**config.mk**
```make
export PLATFORM = sky130hd
export DESIGN_NAME = alu_seq_flat
export DESIGN_NICKNAME = d
export VERILOG_FILES = /design/src/rtl/alu_seq_pkg.sv /design/src/rtl/alu_seq_if.sv /design/src/rtl/alu_seq_mul.sv /design/src/rtl/alu_seq.sv /design/src/flat_wrapper.sv
export SDC_FILE = /design/constraint.sdc
export NUM_CORES = 1
export LEC_CHECK = 0
export ABC_AREA = 0
export CAP_MARGIN = 10
export CORE_ASPECT_RATIO = 1.2
export CORE_MARGIN = 2
export CORE_UTILIZATION = 45
export DETAILED_ROUTE_END_ITERATION = 7
export PLACE_DENSITY = 0.72
export SYNTH_ARGS = -nofsm -noshare
export SYNTH_HDL_FRONTEND = slang
export SYNTH_SLANG_ARGS = --single-unit
```
**constraint.sdc**
```tcl
create_clock -name clk -period 2.8 [get_ports clk]
set_input_delay 0.28 -clock clk [delete_from_list [all_inputs] [get_ports clk]]
set_output_delay 0.28 -clock clk [all_outputs]
set_load 0.03 [all_outputs]
```
**src/rtl/alu_seq_pkg.sv**
```systemverilog
// Shared definitions for the sequential ALU: opcode encoding and controller states.
package alu_seq_pkg;

    localparam logic [1:0] OP_ADD  = 2'b00;
    localparam logic [1:0] OP_MUL  = 2'b01;
    localparam logic [1:0] OP_XOR  = 2'b10;
    localparam logic [1:0] OP_XNOR = 2'b11;

    typedef enum logic [1:0] {
        IDLE = 2'd0,
        MUL  = 2'd1,
        DONE = 2'd2
    } state_t;

endpackage

```
**src/rtl/alu_seq_if.sv**
```systemverilog
// Operand/result handshake bundle between an operand source and the sequential ALU.
interface alu_seq_if #(
    parameter int WIDTH = 4
);
    logic                 in_valid;
    logic                 in_ready;
    logic [WIDTH-1:0]     a;
    logic [WIDTH-1:0]     b;
    logic [1:0]           op;
    logic                 out_valid;
    logic                 out_ready;
    logic [2*WIDTH-1:0]   y;
    logic                 zero;
    logic                 carry;

    modport master (
        output in_valid, a, b, op, out_ready,
        input  in_ready, out_valid, y, zero, carry
    );

    modport slave (
        input  in_valid, a, b, op, out_ready,
        output in_ready, out_valid, y, zero, carry
    );
endinterface

```
**src/rtl/alu_seq_mul.sv**
```systemverilog
// Shift-add unsigned multiplier: one partial product per cycle, WIDTH cycles per operation.
module alu_seq_mul #(
    parameter int WIDTH = 4
) (
    input  logic                 clk,
    input  logic                 rst_n,
    input  logic                 start,
    input  logic [WIDTH-1:0]     a,
    input  logic [WIDTH-1:0]     b,
    output logic                 busy,
    output logic                 done,
    output logic [2*WIDTH-1:0]   product
);
    localparam int CNT_W = $clog2(WIDTH) + 1;

    logic [2*WIDTH-1:0] mcand_reg;
    logic [2*WIDTH-1:0] acc_reg;
    logic [2*WIDTH-1:0] acc_next;
    logic [WIDTH-1:0]   mplier_reg;
    logic [CNT_W-1:0]   cnt_reg;
    logic               busy_reg;

    assign acc_next = mplier_reg[0] ? (acc_reg + mcand_reg) : acc_reg;

    // The last step's sum is the full product; the controller captures it on the same edge.
    assign done    = busy_reg && (cnt_reg == CNT_W'(1));
    assign product = acc_next;
    assign busy    = busy_reg;

    always_ff @(posedge clk or negedge rst_n) begin
        if (!rst_n) begin
            mcand_reg  <= '0;
            acc_reg    <= '0;
            mplier_reg <= '0;
            cnt_reg    <= '0;
            busy_reg   <= 1'b0;
        end else if (start) begin
            mcand_reg  <= {{WIDTH{1'b0}}, a};
            mplier_reg <= b;
            acc_reg    <= '0;
            cnt_reg    <= CNT_W'(WIDTH);
            busy_reg   <= 1'b1;
        end else if (busy_reg) begin
            acc_reg    <= acc_next;
            mcand_reg  <= mcand_reg << 1;
            mplier_reg <= mplier_reg >> 1;
            cnt_reg    <= cnt_reg - CNT_W'(1);
            if (cnt_reg == CNT_W'(1)) begin
                busy_reg <= 1'b0;
            end
        end
    end

endmodule

```
**src/rtl/alu_seq.sv**
```systemverilog
// Registered add/mul/xor/xnor ALU with valid/ready handshakes; one operation in flight.
module alu_seq
    import alu_seq_pkg::*;
#(
    parameter int WIDTH = 4
) (
    input  logic         clk,
    input  logic         rst_n,
    alu_seq_if.slave     bus
);
    localparam int YW = 2 * WIDTH;

    state_t          state_reg, state_next;
    logic [YW-1:0]   y_reg, y_next;
    logic            zero_reg, zero_next;
    logic            carry_reg, carry_next;

    logic            mul_start;
    logic            mul_busy;
    logic            mul_done;
    logic [YW-1:0]   mul_product;

    logic [WIDTH:0]   sum;
    logic [WIDTH-1:0] xor_w;
    logic [WIDTH-1:0] xnor_w;
    logic [YW-1:0]    alu_res;

    assign sum    = {1'b0, bus.a} + {1'b0, bus.b};
    assign xor_w  = bus.a ^ bus.b;
    assign xnor_w = ~(bus.a ^ bus.b);

    // Results are padded explicitly so xnor never inverts the upper half.
    always_comb begin
        alu_res = '0;
        case (bus.op)
            OP_XOR:  alu_res = {{WIDTH{1'b0}}, xor_w};
            OP_XNOR: alu_res = {{WIDTH{1'b0}}, xnor_w};
            default: alu_res = {{(WIDTH-1){1'b0}}, sum};
        endcase
    end

    alu_seq_mul #(.WIDTH(WIDTH)) u_mul (
        .clk     (clk),
        .rst_n   (rst_n),
        .start   (mul_start),
        .a       (bus.a),
        .b       (bus.b),
        .busy    (mul_busy),
        .done    (mul_done),
        .product (mul_product)
    );

    always_ff @(posedge clk or negedge rst_n) begin
        if (!rst_n) begin
            state_reg <= IDLE;
            y_reg     <= '0;
            zero_reg  <= 1'b0;
            carry_reg <= 1'b0;
        end else begin
            state_reg <= state_next;
            y_reg     <= y_next;
            zero_reg  <= zero_next;
            carry_reg <= carry_next;
        end
    end

    always_comb begin
        state_next = state_reg;
        y_next     = y_reg;
        zero_next  = zero_reg;
        carry_next = carry_reg;
        mul_start  = 1'b0;
        case (state_reg)
            IDLE: begin
                if (bus.in_valid) begin
                    if (bus.op == OP_MUL) begin
                        mul_start  = 1'b1;
                        state_next = MUL;
                    end else begin
                        y_next     = alu_res;
                        zero_next  = (alu_res == '0);
                        carry_next = (bus.op == OP_ADD) && sum[WIDTH];
                        state_next = DONE;
                    end
                end
            end
            MUL: begin
                if (mul_done) begin
                    y_next     = mul_product;
                    zero_next  = (mul_product == '0);
                    carry_next = 1'b0;
                    state_next = DONE;
                end else if (!mul_busy) begin
                    // Multiplier lost its operation; recover rather than hang.
                    state_next = IDLE;
                end
            end
            DONE: begin
                if (bus.out_ready) begin
                    state_next = IDLE;
                end
            end
            default: state_next = IDLE;
        endcase
    end

    assign bus.in_ready  = (state_reg == IDLE);
    assign bus.out_valid = (state_reg == DONE);
    assign bus.y         = y_reg;
    assign bus.zero      = zero_reg;
    assign bus.carry     = carry_reg;

endmodule

```
**src/flat_wrapper.sv**
```systemverilog
// flat-port wrapper written by rule: the top's interface ports become plain ports
module alu_seq_flat import alu_seq_pkg::*;
#(
    parameter int WIDTH = 4
)
  (clk, rst_n, bus_in_valid, bus_a, bus_b, bus_op, bus_out_ready, bus_in_ready, bus_out_valid, bus_y, bus_zero, bus_carry);
  alu_seq_if #(.WIDTH(WIDTH)) bus_i ();
  input  logic clk;
  input  logic rst_n;
  input wire logic [$bits(bus_i.in_valid)-1:0] bus_in_valid;
  input wire logic [$bits(bus_i.a)-1:0] bus_a;
  input wire logic [$bits(bus_i.b)-1:0] bus_b;
  input wire logic [$bits(bus_i.op)-1:0] bus_op;
  input wire logic [$bits(bus_i.out_ready)-1:0] bus_out_ready;
  output wire logic [$bits(bus_i.in_ready)-1:0] bus_in_ready;
  output wire logic [$bits(bus_i.out_valid)-1:0] bus_out_valid;
  output wire logic [$bits(bus_i.y)-1:0] bus_y;
  output wire logic [$bits(bus_i.zero)-1:0] bus_zero;
  output wire logic [$bits(bus_i.carry)-1:0] bus_carry;
  assign bus_i.in_valid = bus_in_valid;
  assign bus_i.a = bus_a;
  assign bus_i.b = bus_b;
  assign bus_i.op = bus_op;
  assign bus_i.out_ready = bus_out_ready;
  assign bus_in_ready = bus_i.in_ready;
  assign bus_out_valid = bus_i.out_valid;
  assign bus_y = bus_i.y;
  assign bus_zero = bus_i.zero;
  assign bus_carry = bus_i.carry;
  alu_seq #(.WIDTH(WIDTH)) u_core (.clk(clk), .rst_n(rst_n), .bus(bus_i));
endmodule
```
==> results_dict.tcl <==
set metrics [dict create \
    p_leak_uw 0.001178 \
    synth_cells 245 \
    antenna_found_initial 0 \
    grt_usage 0.2162 \
    cts.sinks 36 \
    grt_pass1_wl_mm 9.004 \
    status "completed" \
    rsz0062_at_grt "no" \
    postCtsSetupRepairBufs 0 \
    tns_ns 0 \
    fin_util 0.5432 \
    fmax_mhz 423.9 \
    setup_ws_ns 0.4407 \
    slew_headroom 0.5321 \
    drc 0 \
    place_inst 320 \
    path_max_fanout 3 \
    fin_area_mm2 0.002645 \
    chipWidth_um 68.60 \
    synth_edf_count 0 \
    die-area_mm2 0.005592 \
    core-area_mm2 0.004870 \
    place_area_mm2 0.002537 \
    max_stage_delay_ns 0.44 \
    skew_ns 0.006483 \
    critPathSlowestCell "fa_1" \
    pre_cts_ws_ns 0.4451 \
    finalHoldViolCount 0 \
    power.density_mw_per_mm2 1130 \
    final_layout_size_suffix_gt1_frac 0.05597 \
    grt_max_degree 37 \
    grt_overflow 0 \
    final_cells 328 \
    final_net_count 296 \
    finalWirelength_mm 5.081 \
    cp_num_buf_inv 0 \
    max-cap-violations 0 \
    async_flop_share 1.000 \
    cts_root_buffer "clkbuf_8" \
    cp-end-kind "flip-flop" \
    cts.htree.levels 2 \
    synth.area.top_cells "dfrtp_1 (40%), ha_1 (7.2%), mux2i_1 (5.8%), nand2_1 (4.8%), nor2_1 (4.3%)" \
    grt_pass1_vias 1885 \
    vias_per_cell 5.643 \
    crit_required_ns 3.02 \
    cts_buffers 5 \
    fin_crit_sh 0.8426 \
    dr.first_iter.drc_count 87 \
    cts-resized-gates 0 \
    syn2layout_area_growth_pct 17.38 \
    clock_path_buffers 2 \
    min_path_type "in2async" \
    yosysUniqueCellTypes 50 \
    ctsHoldBuffers 0 \
    pin_count 26 \
    ys.warnings.count 0 \
    peakVddDrop_uv 546.3 \
    antennaDiodeCount 0 \
    min_period_ns 2.359 \
    syn_area_per_cell_um2 9.198 \
    rr_worst_depth 8 \
    synth_top_area_cell "dfrtp_1" \
    tightestPinTransition_ns 0.7018 \
    rows 28 \
    final_max_slew_viol_count 0 \
    antenna_left 0 \
    die_height_um 81.52 \
    place_congestion 0.8452 \
    cts_tree "built" \
    critical_path_class "reg2reg" \
    crit_start "u_core.u_mul.mcand_reg[0]$_DFFE_PN0P_" \
    hpwlAfterDp_mm 3.750 \
    synth-seq-cells 36 \
    path_clk_slew_ns 0.07 \
    io_buffers 25 \
    r2r_start "u_core.u_mul.mcand_reg[0]$_DFFE_PN0P_" \
    synthDominantCellAreaShare 0.3998 \
    num_vias 1851 \
    synth_area_mm2 0.002253 \
    synth_top_flop_cell "dfrtp_1" \
    worstSkewPairLatency_ns 0.29 \
    initial_core_util 0.4627 \
    cp_num_cells 8 \
    nFillCells 461 \
    wire_per_inst_um 15.49 \
    setup_viol 0 \
    yosysSeqAreaShare 0.3998 \
    cp.arrival_ns 2.58 \
    start_kind "flip-flop" \
    cp_top_family "adder cells" \
    path_cells "ha_1, fa_1, a211oi_1, nor4_1, nor3_1, and3_1, o2111ai_1, a21oi_1" \
    synth.net_count 274 \
    firstDrtPassIters 4 \
]
-- cell usage after synthesis, types with 2 or more instances --
| cell | n |
|---|---|
| a211oi_1 | 10 |
| a21o_1 | 3 |
| a21oi_1 | 9 |
| a311oi_1 | 2 |
| and3_1 | 3 |
| buf_2 | 6 |
| clkbuf_1 | 6 |
| dfrtp_1 | 36 |
| fa_1 | 2 |
| ha_1 | 13 |
| inv_1 | 9 |
| inv_2 | 2 |
| mux2i_1 | 13 |
| nand2_1 | 29 |
| nand2b_1 | 5 |
| nand3_1 | 2 |
| nand3b_1 | 3 |
| nor2_1 | 26 |
| nor2b_1 | 3 |
| nor3_1 | 3 |
| nor4b_1 | 2 |
| o211ai_1 | 2 |
| o21ai_0 | 5 |
| o21ai_1 | 17 |
| o221ai_1 | 2 |
| o31ai_1 | 2 |
| xnor2_1 | 4 |
| xor2_1 | 4 |
-- worst register-to-register path, cell delays in order (launching register included) --
cell and delay (ns):
dfrtp_1 0.40, ha_1 0.25, fa_1 0.44, a211oi_1 0.33
nor4_1 0.08, nor3_1 0.33, and3_1 0.21, o2111ai_1 0.11
a21oi_1 0.14
-- power by group --
part | internal [uW] | switching [uW] | total [uW]
combinational | 665 | 916 | 1580
sequential | 738 | 218 | 956
clock | 264 | 187 | 451
total | 1670 | 1320 | 2990
-- cell families after synthesis --
family,Yosys count,share of synthesized area
simple gates,84,0.1805
compound gates,63,0.1843
flops,36,0.3998
buf+inv,24,0.04664
mux,15,0.06774
fa+ha+maj,15,0.08995
xor+xnor,8,0.03109
-- placed cells by master, fill, tap and decap left out, types with 2 or more instances in the layout --
cell type,instances
o221ai_1,2
nor2_1,26
xnor2_1,4
a311oi_1,2
o31ai_1,2
xor2_1,4
clkdlybuf4s50_1,25
ha_1,13
a21o_1,3
nor3_1,3
nor4b_1,2
nand3b_1,3
o21ai_0,5
inv_1,9
clkbuf_8,5
nand3_1,2
nor2b_1,3
o211ai_1,2
dfrtp_1,36
and3_1,3
a21oi_1,9
a211oi_1,10
nand2b_1,5
o21ai_1,17
buf_4,3
inv_2,2
mux2i_1,13
nand2_1,29
fa_1,2
-- routing by layer --
layer / wire length [um] / global-route usage / share of wire
met3: 138 / 0.03014 / 0.027
met4: 89 / 0.07800 / 0.018
met2: 2617 / 0.3760 / 0.52
met1: 2236 / 0.2685 / 0.44
met5: 0 / 0 / 0
-- final timing paths --
path,endpoint,slack [ns]
setup / recovery,u_core.bus.zero$_DFFE_PN0P_,0.44
hold / removal,u_core.u_mul.busy$_DFF_PN0_,0.41
setup reg to reg,u_core.bus.zero$_DFFE_PN0P_,0.44
hold reg to reg,u_core.bus.y[0]$_DFFE_PN0P_,0.48
max in group asynchronous,u_core.u_mul.acc_reg[4]$_DFFE_PN0P_,2.06
min in group clk,u_core.bus.y[0]$_DFFE_PN0P_,0.48
-- metrics by stage --
step                      total power [uW]  hold slack [ns]
after floorplan                       2118         -0.01559
after CTS                             3008           0.4250
after global placement                2511           0.4710
final                                 2989           0.4074
after global routing                  3228           0.4689
after detailed placement              2541           0.4753
-- area by class of cell --
class	instances	area, um^2	area share
Clock buffer	6	72.57	0.02744
Multi-Input combinational cell	185	1247	0.4716
Inverter	11	41.29	0.01561
Timing Repair Buffer	28	272.8	0.1031
Clock inverter	2	35.03	0.01325
Tap cell	60	75.07	0.02838
Sequential cell	36	900.9	0.3406
No activity file was read; power rests on OpenSTA's default activity.
